**config.mk**
```make
export PLATFORM = sky130hd
export DESIGN_NAME = imm_extend_arbiter
export DESIGN_NICKNAME = d
export VERILOG_FILES = /design/src/rtl/imm_arb_pkg.sv /design/src/rtl/rr_arbiter.sv /design/src/rtl/imm_extend_arbiter.sv
export SDC_FILE = /design/constraint.sdc
export NUM_CORES = 1
export LEC_CHECK = 0
export CORE_ASPECT_RATIO = 1.25
export CORE_MARGIN = 2
export CORE_UTILIZATION = 40
export DETAILED_ROUTE_END_ITERATION = 8
export PLACE_DENSITY = 0.81
export REMOVE_ABC_BUFFERS = 1
export SLEW_MARGIN = 20
export SYNTH_ARGS = -nofsm -noshare
export SYNTH_HDL_FRONTEND = slang
export SYNTH_SLANG_ARGS = --single-unit
```
**constraint.sdc**
```tcl
create_clock -name sysclk -period 5.31 [get_ports sysclk]
set_input_delay 1.062 -clock sysclk [delete_from_list [all_inputs] [get_ports sysclk]]
set_output_delay 1.062 -clock sysclk [all_outputs]
set_load 0.02 [all_outputs]
```
**src/rtl/imm_arb_pkg.sv**
```systemverilog
// Shared types and helpers for the immediate-extension arbiter.
// The optional per-request zero-extension is selected in the top by IMMARB_ZEXT_EN.
package imm_arb_pkg;

  typedef enum logic {
    IDLE = 1'b0,
    RESP = 1'b1
  } arb_state_e;

  // Widest immediate the extend helper handles; callers slice the low OUT_W bits.
  localparam int EXT_MAX_W = 32;

  function automatic int id_width(input int n);
    return (n > 1) ? $clog2(n) : 1;
  endfunction

  function automatic logic [EXT_MAX_W-1:0] extend_imm(
    input logic [EXT_MAX_W-1:0] imm,
    input int                   in_w,
    input int                   out_w,
    input logic                 sgn
  );
    logic [EXT_MAX_W-1:0] ext;
    logic                 fill;
    fill = 1'b0;
    for (int i = 0; i < EXT_MAX_W; i++) begin
      if (i == in_w - 1) fill = sgn & imm[i];
    end
    ext = '0;
    for (int i = 0; i < EXT_MAX_W; i++) begin
      if (i < in_w)       ext[i] = imm[i];
      else if (i < out_w) ext[i] = fill;
    end
    return ext;
  endfunction

endpackage

```
**src/rtl/rr_arbiter.sv**
```systemverilog
// Combinational round-robin pick: first valid requester at or after rr_ptr.
// The pointer register is owned by the parent.
module rr_arbiter
  import imm_arb_pkg::*;
#(
  parameter int NUM_REQ = 4,
  parameter int ID_W    = id_width(NUM_REQ)
) (
  input  logic [NUM_REQ-1:0] req_valid,
  input  logic [ID_W-1:0]    rr_ptr,
  output logic [NUM_REQ-1:0] grant,
  output logic [ID_W-1:0]    grant_idx,
  output logic               grant_any
);

  always_comb begin
    grant_any = 1'b0;
    grant_idx = '0;
    for (int k = 0; k < NUM_REQ; k++) begin
      for (int j = 0; j < NUM_REQ; j++) begin
        if (!grant_any && (j == (int'(rr_ptr) + k) % NUM_REQ) && req_valid[j]) begin
          grant_any = 1'b1;
          grant_idx = ID_W'(j);
        end
      end
    end
  end

  always_comb begin
    grant = '0;
    for (int j = 0; j < NUM_REQ; j++) begin
      if (grant_any && (int'(grant_idx) == j)) grant[j] = 1'b1;
    end
  end

endmodule

```
**src/rtl/imm_extend_arbiter.sv**
```systemverilog
// Round-robin shared immediate sign/zero-extender with a valid/ready response.
// Define IMMARB_ZEXT_EN to honour req_signed per request; otherwise all requests sign-extend.
module imm_extend_arbiter
  import imm_arb_pkg::*;
#(
  parameter  int NUM_REQ = 4,
  parameter  int IN_W    = 3,
  parameter  int OUT_W   = 8,
  localparam int ID_W    = id_width(NUM_REQ)
) (
  input  logic                    sysclk,
  input  logic                    rst_n,
  input  logic [NUM_REQ-1:0]      req_valid,
  output logic [NUM_REQ-1:0]      req_ready,
  input  logic [NUM_REQ*IN_W-1:0] req_imm,
  input  logic [NUM_REQ-1:0]      req_signed,
  output logic                    resp_valid,
  input  logic                    resp_ready,
  output logic [OUT_W-1:0]        resp_data,
  output logic [ID_W-1:0]         resp_id
);

  arb_state_e         r_state;
  logic [ID_W-1:0]    r_rr_ptr;
  logic [OUT_W-1:0]   r_resp_data;
  logic [ID_W-1:0]    r_resp_id;

  logic [NUM_REQ-1:0]   w_grant;
  logic [ID_W-1:0]      w_grant_idx;
  logic                 w_grant_any;
  logic                 w_accept_en;
  logic                 w_accept;
  logic [IN_W-1:0]      w_imm;
  logic                 w_sgn_sel;
  logic                 w_sgn;
  logic [EXT_MAX_W-1:0] w_ext_full;
  logic                 w_unused_ext;

  rr_arbiter #(
    .NUM_REQ (NUM_REQ),
    .ID_W    (ID_W)
  ) u_rr_arbiter (
    .req_valid (req_valid),
    .rr_ptr    (r_rr_ptr),
    .grant     (w_grant),
    .grant_idx (w_grant_idx),
    .grant_any (w_grant_any)
  );

  // A held result may be replaced in the same cycle it is consumed.
  assign w_accept_en = (r_state == IDLE) || resp_ready;
  assign w_accept    = w_accept_en && w_grant_any;
  assign req_ready   = w_accept_en ? w_grant : '0;

  always_comb begin
    w_imm     = '0;
    w_sgn_sel = 1'b0;
    for (int j = 0; j < NUM_REQ; j++) begin
      if (int'(w_grant_idx) == j) begin
        w_imm     = req_imm[j*IN_W +: IN_W];
        w_sgn_sel = req_signed[j];
      end
    end
  end

`ifdef IMMARB_ZEXT_EN
  assign w_sgn = w_sgn_sel;
`else
  logic w_unused_sgn;
  assign w_unused_sgn = w_sgn_sel;
  assign w_sgn        = 1'b1;
`endif

  assign w_ext_full   = extend_imm(EXT_MAX_W'(w_imm), IN_W, OUT_W, w_sgn);
  assign w_unused_ext = ^w_ext_full;

  always_ff @(posedge sysclk or negedge rst_n) begin
    if (!rst_n) begin
      r_state     <= IDLE;
      r_rr_ptr    <= '0;
      r_resp_data <= '0;
      r_resp_id   <= '0;
    end else if (w_accept) begin
      r_state     <= RESP;
      r_resp_data <= w_ext_full[OUT_W-1:0];
      r_resp_id   <= w_grant_idx;
      r_rr_ptr    <= ID_W'((int'(w_grant_idx) + 1) % NUM_REQ);
    end else if ((r_state == RESP) && resp_ready) begin
      r_state <= IDLE;
    end
  end

  assign resp_valid = (r_state == RESP);
  assign resp_data  = r_resp_data;
  assign resp_id    = r_resp_id;

endmodule

```
==> out/metrics.yaml <==
status:
  outcome: "finished, final reports clean"
critical_path:
  r2r_start: "r_rr_ptr[1]"
  reg2reg_depth: 7
  cp_max_fo: 7
  cp-start-kind: "primary input"
  crit_arrival_ns: 3.41
  worstSetupPathType: "in -> out"
  r2r_end: "resp_data[1]"
  reg2reg_setup_slack_ns: 3.23
  crit_path_cell_trace: "clkdlybuf4s50_1 > and3b_1 > a31oi_1 > and3_1 > ha_1 > and3_1 > clkdlybuf4s50_1"
  worst_setup_path_end_kind: "primary output"
  critPathRequiredTime_ns: 4.25
  crit_slowest_cell: "clkdlybuf4s50_1"
  slowest_delay_ns: 0.60
worst_hold_path:
  hold_depth: 2
  worst_hold_path.endpoint: "resp_id[0]"
  hold_start: "resp_id[0]"
  holdCritPathClass: "reg -> reg"
layout:
  multi_input_area_um2: 404.1
  n_fill_cell: 140
  layout-drive-gt1-share: 0.07477
  finalNetCount: 136
  fin_cells: 125
  antenna_cells: 0
  final-seq-area_um2: 200.2
  area_growth_pct: 48.04
floorplanning:
  rows: 16
  ios: 38
  core-area_mm2: 0.001582
  die_w_um: 40.66
  initial_core_util: 0.4248
  die_h_um: 49.82
  dieArea_mm2: 0.002025
sta:
  fin_skew_ns: 0.01009
  min_period_over_period: 0.8415
  tightest_slew_ns: 0.5180
  tns_ns: 0
  maxSlewViolCount: 0
  timing.final.ws_setup_ns: 0.8415
  rsz0062_at_grt: "no"
  setup-violations-final: 0
  timing.hold.ws_ns: 0.5228
  max_freq_ghz: 0.2238
  hold_violations: 0
  fin_crit_ns: 4.468
  slew_headroom: 0.6547
synthesis:
  synth_cell_types: 29
  syn_area_um2: 671.9
  synth_top_family_by_area: "compound AO/OA/AOI/OAI gates"
  syn_avg_cell_area_um2: 8.614
  synthXorXnorAreaFrac: 0
  synth-adder-area-share: 0.07449
  synth_compound_area_frac: 0.2682
  synthMuxAreaShare: 0
  synth_edf_count: 0
  yosysTopAreaCell: "dfrtp_1"
  synthFlopType: "dfrtp_1"
  syn_inst: 78
  yosys.area_share.simple: 0.2588
  synth.yosys.seq_area_share: 0.2980
  async_reset_ff_frac: 1.000
  ys_seq_elements: 8
  synthTopCellsByArea: "dfrtp_1 30%, ha_1 7.4%, buf_4 5.6%"
  yosysWarnings: 0
  synth_top_area_share: 0.2980
detailed_routing:
  drt_iter0_markers: 15
  drt_first_pass_iters: 4
  drc: 0
  vias_per_cell: 5.600
  ant_nets: 0
  routed_wl_mm: 1.714
  wl_per_cell_um: 13.71
  vias: 700
global_routing:
  grtUsageTotal: 0.2050
  grt_pass1_vias: 690
  grt_antenna_before_repair: 0
  grt_pass1_wl_mm: 2.911
  grt_max_degree: 13
  overflow: 0
clock_network:
  clock_sinks: 8
  cts_resized: 0
  post_cts_buffers: 0
  cts_max_level: 1
  cts_root_buf: "clkbuf_4"
  cts_hold_buf: 0
  clkTransAtPathRegs_ns: 0.05
  clk_latency_ns: 0.25
  ctsLongestPathBuffers: 2
  numCtsBuffers: 3
  cts_tree: "yes"
job:
  cap_violations: 0
power_and_ir_drop:
  p_leak_nw: 0.4140
  powerDensity_mw_per_mm2: 406.4
  peakVddDrop_mv: 0.2108
  design_power_total_uw: 404.2
placement:
  dp_hpwl_mm: 1.325
  dp.cells: 122
  place_ws_ns: 0.8708
  portBuffers: 33
  gp_congestion: 0.8495
## layout by cell type, fill, tap and decap left out, drive strengths merged, types with 2 or more instances in the layout
cell type and count:
a21oi 9, a221o 3, a31oi 4, and3 5
clkbuf 3, clkdlybuf4s50 33, dfrtp 8, ha 4
inv 4, nand2 6, nand2b 2, nand3 3
nand3b 4, nor2 3, nor2b 2, o21ai 3
## cell usage after synthesis (all sizes together) (2+ instances only)
| cell | instances |
|---|---|
| a21oi | 9 |
| a221o | 3 |
| a31oi | 4 |
| and3 | 5 |
| buf | 6 |
| dfrtp | 8 |
| ha | 4 |
| inv | 4 |
| nand2 | 6 |
| nand2b | 2 |
| nand3 | 3 |
| nand3b | 4 |
| nor2 | 3 |
| nor2b | 2 |
| o21ai | 3 |
## metrics by stage
stage	area [µm²]	util
5_1_grt	994.7	0.6290
2_1_floorplan	619.3	-
3_5_place_dp	972.2	0.6147
6_report	994.7	0.6290
4_1_cts	994.7	0.6290
3_3_place_gp	972.2	0.6147
## worst max-delay path by stage
stage                      start      endpoint  depth (start not counted)
global route        req_valid[3]  req_ready[2]                          7
floorplan           req_valid[1]  req_ready[2]                          5
finish              req_valid[3]  req_ready[3]                          7
global placement    req_valid[3]  req_ready[3]                          7
detailed placement  req_valid[3]  req_ready[3]                          7
CTS                 req_valid[3]  req_ready[3]                          7
## kinds of logic (layout without fill, tap and decap cells)
| kind of cell | count (synthesis) | in the layout |
|---|---|---|
| flip-flops | 8 | 8 |
| AND/OR/NAND/NOR | 30 | 30 |
| AO/OA/AOI/OAI | 25 | 25 |
| buffers and inverters | 11 | 40 |
| adder cells (fa/ha/maj) | 4 | 4 |
## power breakdown
group / switching, mW / total, mW / internal (mW) / leakage (nW)
combinational: 0.129 / 0.257 / 0.128 / 0.308
sequential: 0.0203 / 0.102 / 0.0815 / 0.0917
clock: 0.0200 / 0.0459 / 0.0258 / 0.0138
total: 0.169 / 0.404 / 0.235 / 0.414
## per-layer routing
layer  wire [µm]  track usage  vias to the layer above  share of wire
li1            -            -                      345              -
met1         744       0.2606                      336           0.43
met2         891       0.3122                       15           0.52
met3          43      0.03153                        4          0.025
met4          35       0.1167                        0          0.020
met5           0            0                        -              0
## area by class of cell
cell class / count / area share
clock buffer: 3 / 0.02264
sequential: 8 / 0.2013
timing repair buffer: 33 / 0.3321
multi-input combinational: 59 / 0.4063
tap: 18 / 0.02264
inverter: 4 / 0.01509
## critical path, delay by kind of cell
| family | cells | cell delay (ns) |
|---|---|---|
| buffers and inverters | 2 | 1.19 |
| adders and majority gates | 1 | 0.30 |
| and+or+nand+nor | 3 | 0.64 |
| AOI/OAI and AO/OA | 1 | 0.21 |
## registers in the layout, indices dropped and copies added, names as in the netlist
signal and flops:
resp_id 2, r_rr_ptr 2, resp_data 3, resp_valid 1
Power figures use the tool's default switching activity.
